**src/rtl/perceptron_pkg.sv**
```systemverilog
// perceptron_pkg: shared FSM state type, accumulator sizing and signed saturation helpers.
package perceptron_pkg;

   typedef enum logic [1:0] {IDLE, ACC, OUT, UPDATE} state_t;

   // Room for N_IN+1 worst-case terms so the running sum can never wrap.
   function automatic int acc_width(int w, int n);
      return w + $clog2(n + 1);
   endfunction

   function automatic int sat_inc(int v, int w);
      return (v >= (1 << (w - 1)) - 1) ? v : v + 1;
   endfunction

   function automatic int sat_dec(int v, int w);
      return (v <= -(1 << (w - 1))) ? v : v - 1;
   endfunction

endpackage

```
**src/rtl/perceptron_sat_add.sv**
```systemverilog
// perceptron_sat_add: W-bit signed +1/-1 step that clamps at the two's-complement limits.
module perceptron_sat_add
   import perceptron_pkg::*;
#(
   parameter int W = 8
) (
   input  logic signed [W-1:0] a,
   input  logic                up,
   input  logic                en,
   output logic signed [W-1:0] y
);

   always_comb y = en ? W'(up ? sat_inc(int'(a), W) : sat_dec(int'(a), W)) : a;

endmodule

```
**src/rtl/perceptron_gate.sv**
```systemverilog
// perceptron_gate: single-neuron perceptron that learns an N_IN-input boolean gate on-chip,
// one input accumulated per cycle, weights nudged by +/-1 on each training error.
module perceptron_gate
   import perceptron_pkg::*;
#(
   parameter int N_IN      = 2,
   parameter int W_WIDTH   = 8,
   parameter int CNT_WIDTH = 16
) (
   input  logic                 clk,
   input  logic                 rst_n,
   input  logic [N_IN-1:0]      e,
   input  logic                 target,
   input  logic                 train,
   input  logic                 in_valid,
   output logic                 in_ready,
   input  logic                 clear,
   output logic                 s,
   output logic                 s_valid,
   output logic                 err,
   output logic [CNT_WIDTH-1:0] err_cnt
);

   localparam int ACC_W = acc_width(W_WIDTH, N_IN);
   localparam int IW    = (N_IN > 1) ? $clog2(N_IN) : 1;

   state_t                    state, state_nx;
   logic [N_IN-1:0]           e_r;
   logic                      tgt_r, trn_r;
   logic signed [W_WIDTH-1:0] w [N_IN];
   logic signed [W_WIDTH-1:0] w_nx [N_IN];
   logic signed [W_WIDTH-1:0] b, b_nx;
   logic signed [ACC_W-1:0]   acc, acc_nx;
   logic [IW-1:0]             idx;
   logic                      last, s_nx;

   assign in_ready = (state == IDLE) && !clear;
   assign s_valid  = (state == OUT);
   assign last     = (idx == IW'(N_IN - 1));
   assign acc_nx   = acc + (e_r[idx] ? ACC_W'(w[idx]) : '0);
   assign s_nx     = acc_nx > 0;

   for (genvar k = 0; k < N_IN; k++) begin : g_w
      perceptron_sat_add #(.W(W_WIDTH)) u_sat (.a(w[k]), .up(tgt_r), .en(e_r[k]), .y(w_nx[k]));
   end
   perceptron_sat_add #(.W(W_WIDTH)) u_sat_b (.a(b), .up(tgt_r), .en(1'b1), .y(b_nx));

   always_ff @(posedge clk or negedge rst_n)
      if (!rst_n) state <= IDLE;
      else        state <= state_nx;

   always_comb begin
      state_nx = state;
      unique case (state)
         IDLE:    state_nx = (!clear && in_valid) ? ACC : IDLE;
         ACC:     state_nx = last ? OUT : ACC;
         OUT:     state_nx = err ? UPDATE : IDLE;
         default: state_nx = IDLE;
      endcase
   end

   // s and err are captured on the final accumulate so they are already valid in OUT.
   always_ff @(posedge clk or negedge rst_n) begin
      if (!rst_n) begin
         e_r     <= '0;
         tgt_r   <= 1'b0;
         trn_r   <= 1'b0;
         w       <= '{default: '0};
         b       <= '0;
         acc     <= '0;
         idx     <= '0;
         s       <= 1'b0;
         err     <= 1'b0;
         err_cnt <= '0;
      end else begin
         unique case (state)
            IDLE:
               if (clear) begin
                  w       <= '{default: '0};
                  b       <= '0;
                  err_cnt <= '0;
               end else if (in_valid) begin
                  e_r   <= e;
                  tgt_r <= target;
                  trn_r <= train;
                  acc   <= ACC_W'(b);
                  idx   <= '0;
               end
            ACC: begin
               acc <= acc_nx;
               idx <= idx + IW'(1);
               if (last) begin
                  s   <= s_nx;
                  err <= trn_r && (s_nx != tgt_r);
               end
            end
            UPDATE: begin
               w <= w_nx;
               b <= b_nx;
               if (~&err_cnt) err_cnt <= err_cnt + CNT_WIDTH'(1);
            end
            default: ;
         endcase
      end
   end

endmodule

```
**config.mk**
```make
export PLATFORM = sky130hd
export DESIGN_NAME = perceptron_gate
export DESIGN_NICKNAME = d
export VERILOG_FILES = /design/src/rtl/perceptron_pkg.sv /design/src/rtl/perceptron_sat_add.sv /design/src/rtl/perceptron_gate.sv
export SDC_FILE = /design/constraint.sdc
export NUM_CORES = 1
export LEC_CHECK = 0
export BUFFER_PORTS_ARGS = -buffer_cell sky130_fd_sc_hd__buf_4
export CORE_ASPECT_RATIO = 1.25
export CORE_MARGIN = 4
export CORE_UTILIZATION = 55
export CTS_CLUSTER_DIAMETER = 150
export DETAILED_ROUTE_END_ITERATION = 12
export GPL_TIMING_DRIVEN = 0
export PLACE_DENSITY = 0.83
export SKIP_LAST_GASP = 1
export SYNTH_ARGS = -nofsm -noshare
export SYNTH_HDL_FRONTEND = slang
export SYNTH_SLANG_ARGS = --single-unit
```
**constraint.sdc**
```tcl
create_clock -name clk -period 6.9 [get_ports clk]
set_input_delay 1.38 -clock clk [delete_from_list [all_inputs] [get_ports clk]]
set_output_delay 1.38 -clock clk [all_outputs]
set_load 0.1 [all_outputs]
```
==> results.toml <==
[timing]
fin_crit_sh_pct = 48.8
hold_violations = 0
finalSetupViolations = 0
slew_viol_final = 0
rsz0062_at_grt = "false"
finalSetupTns_ps = 0
relSlewSlack_pct = 43.1
tightest_slew_ps = 852
timing.fmax_mhz = 297
finClkSkew_ps = 12.1
finalCriticalPeriod_ps = 3370

[cells_and_area]
n_antenna_cell = 0
nNetsFinal = 526
drive_gt1_share_pct = 13.0
fillers = 569
finalNonFillerCells = 581
multiInputGateArea_um2 = 2410
area.growth.synth_to_final_pct = 13.5
regArea_um2 = 1480

[power_and_ir_drop]
powerDensity_nw_per_um2 = 413
p_total_mw = 1.88
p_leak_nw = 2.13
peakVddDrop_mv = 0.270

[floorplanning]
core-area_um2 = 7020
io_pins = 28
die-area_um2 = 8740
num_rows = 34
die_h_um = 104
initial_core_util_pct = 57.2
fp.dieW_um = 84.4

[critical_path]
cp_slowest_cell = "buf_4"
max_stage_delay_ps = 330
worstPathRequired_ps = 5520
worstSetupPathType = "input port to primary output"
rr_worst_depth = 10
timing.rr.end = "w[15]"
cpLargestDelayFamily = "buffers and inverters"
path_max_fanout = 4
arrival_ps = 1990
start_kind = "input port"
critPathCaptureType = "primary output"
r2r_start = "tgt_r"
crit_cells = 3
crit_chain = "buf_4, nor3_1, buf_4"
crit_buf_inv = 2
worst-r2r-setup-slack_ps = 3650
cp_common_cell = "buf_4"

[cts]
cts_sinks = 59
cts_buffers = 9
h-tree-depth = 3
cts_resized = 0
cts_root_buf = "clkbuf_8"
ctsLongestPathBuffers = 2
cts_hold_buf = 0
cts_tree = "yes"
cts_setup_buffers = 0
clk_pin_slew_ps = 70
clk_latency_ps = 340

[drt]
drt-total-wl_um = 9820
wl_met1_um = 3980
route.top_layer_used = "met4"
vias = 3579
drt_iter0_markers = 315
dr.pass1.iters = 5
wl_met3_um = 448
post_drt_wl_per_cell_um = 16.9
routed_via_density = 6.16
drc = 0
wl_met2_um = 5150
ant_nets = 0

[job]
drv_cap = 0

[global_routing]
grt_pass1_vias = 3545
grt_max_degree = 60
grt_pass1_wl_um = 16700
grt.total_usage_pct = 23.2
antenna_found_initial = 0
grt_overflow = 0

[yosys]
syn_avg_cell_area_um2 = 8.96
syn-cell-area_um2 = 4020
synth_adder_area_share_pct = 10.7
ys_async_sr_fraction_pct = 100
ys.flop_type = "dfrtp_1"
synth_xor_xnor_area_share_pct = 7.42
ys_warn_count = 0
synth_nets = 488
synth.distinct_cells = 50
synthMuxAreaShare_pct = 2.46
synth_top_family_by_area = "simple AND/OR/NAND/NOR gates"
ys_ff_latch = 59
synth-simple-area-share_pct = 21.5
synth_edf_count = 0
syn-instance-count = 448
synth_compound_area_share_pct = 17.8
yosysSeqAreaShare_pct = 36.8

[placement]
dp_cells = 565
io_buffers = 27
hpwl_um = 7060
place.gp.congestion = 0.888

[min_path]
hp-class = "register to register"
hp-start = "s"
hold_depth = 2
hold_path_end = "s"

[outcome]
outcome = "completed"
-- worst max-delay path by stage --
stage | start | endpoint | slack [ps]
floorplan | clear | in_ready | 2110
global placement | clear | in_ready | 3540
detailed placement | clear | in_ready | 3580
CTS | clear | in_ready | 3550
global route | tgt_r | w[15] | 3400
finish | clear | in_ready | 3530
-- logic make-up (layout without fill, tap and decap cells) --
kind of cell,count (synthesis),after routing
DFF,59,59
muxes,9,9
adders and majority gates,32,32
and+or+nand+nor,178,178
buffers and inverters,31,74
xor gates and xnor gates,34,34
AOI/OAI and AO/OA,105,105
-- power breakdown --
part | switching [mW] | internal, mW | total (mW) | leakage [nW]
logic | 0.599 | 0.373 | 0.972 | 1.22
clock network | 0.143 | 0.223 | 0.366 | 0.113
registers | 0.111 | 0.432 | 0.543 | 0.805
-- cell usage in the layout, fill, tap and decap left out, types with 4 or more instances in the layout --
cell,netlist,final
and3_1,6,6
ha_1,28,28
clkbuf_1,8,9
nor3_1,12,12
nand4_1,13,13
mux2_2,7,7
o21ai_0,33,33
nand2_1,54,54
a21o_1,11,11
xor2_1,20,20
o31ai_1,10,10
a21oi_1,16,16
nor4_1,5,5
clkbuf_8,0,11
xnor2_1,14,14
buf_4,1,28
a32o_1,5,5
nand2b_1,6,6
buf_2,4,4
nor2_1,38,38
o41ai_1,5,5
fa_1,4,4
inv_1,17,17
nor2b_1,10,10
and2_1,5,5
o21a_1,4,4
nand3_1,17,17
dfrtp_1,59,59
-- final cells by class --
| cell class | count | share of cell area [%] |
|---|---|---|
| Clock inverter | 4 | 1.59 |
| Tap cell | 90 | 2.47 |
| Inverter | 17 | 1.40 |
| Clock buffer | 12 | 3.40 |
| Buffer | 14 | 1.51 |
| Multi-Input combinational cell | 358 | 52.8 |
| Timing Repair Buffer | 27 | 4.45 |
| Sequential cell | 59 | 32.4 |
-- cells in the mapped netlist, drive strengths merged, types with 2 or more instances --
cell type / instances / area, µm²
o41ai: 6 / 60.1
a21o: 12 / 91.3
nor4: 5 / 31.3
o21ai: 34 / 170
nor2: 38 / 143
a32o: 5 / 50.1
ha: 28 / 350
a21oi: 18 / 97.6
buf: 6 / 38.8
nand4b: 3 / 26.3
nor3b: 2 / 15.0
nand3: 17 / 85.1
a22o: 2 / 17.5
mux2i: 2 / 20.0
nand2b: 6 / 37.5
a211o: 2 / 18.8
nand3b: 3 / 22.5
fa: 4 / 80.1
dfrtp: 59 / 1480
or2: 2 / 12.5
mux2: 7 / 78.8
a22oi: 3 / 22.5
clkbuf: 8 / 30.0
a31oi: 3 / 18.8
nor3: 12 / 60.1
xnor2: 14 / 123
inv: 17 / 63.8
and2: 5 / 31.3
nand2: 54 / 203
and3: 6 / 37.5
o21a: 4 / 30.0
nand4: 13 / 81.3
o31ai: 10 / 75.1
xor2: 20 / 175
nor2b: 10 / 62.6
-- registers in the layout, indices dropped and copies added, names as in the netlist --
name,flops
err_cnt,16
trn_r,1
state,2
err,1
b,8
tgt_r,1
e_r,2
w,16
idx,1
s,1
acc,10
-- tightest hold or removal path: cells and delay by family, from the launching register on --
kind	cells	cell delay [ps]
AO/OA/AOI/OAI	1	60
flip-flops	1	350
AND/OR/NAND/NOR	1	50
-- through the flow --
stage / instance area [µm²] / setup WS (ps) / hold WS [ps] / util [%]
2_1_floorplan: 4020 / 2110 / 456 / -
3_3_place_gp: 4330 / 3540 / 472 / 61.7
3_5_place_dp: 4330 / 3580 / 479 / 61.7
4_1_cts: 4560 / 3550 / 495 / 64.9
5_1_grt: 4560 / 3400 / 512 / 64.9
6_report: 4560 / 3530 / 495 / 64.9
-- per-layer routing --
metal | track usage (%) | vias to the layer above
met5 | 0 | -
met3 | 4.29 | 23
met2 | 41.3 | 119
li1 | - | 1690
met4 | 9.73 | 0
met1 | 27.2 | 1747
Note: power is estimated with default switching activity, not from simulation.
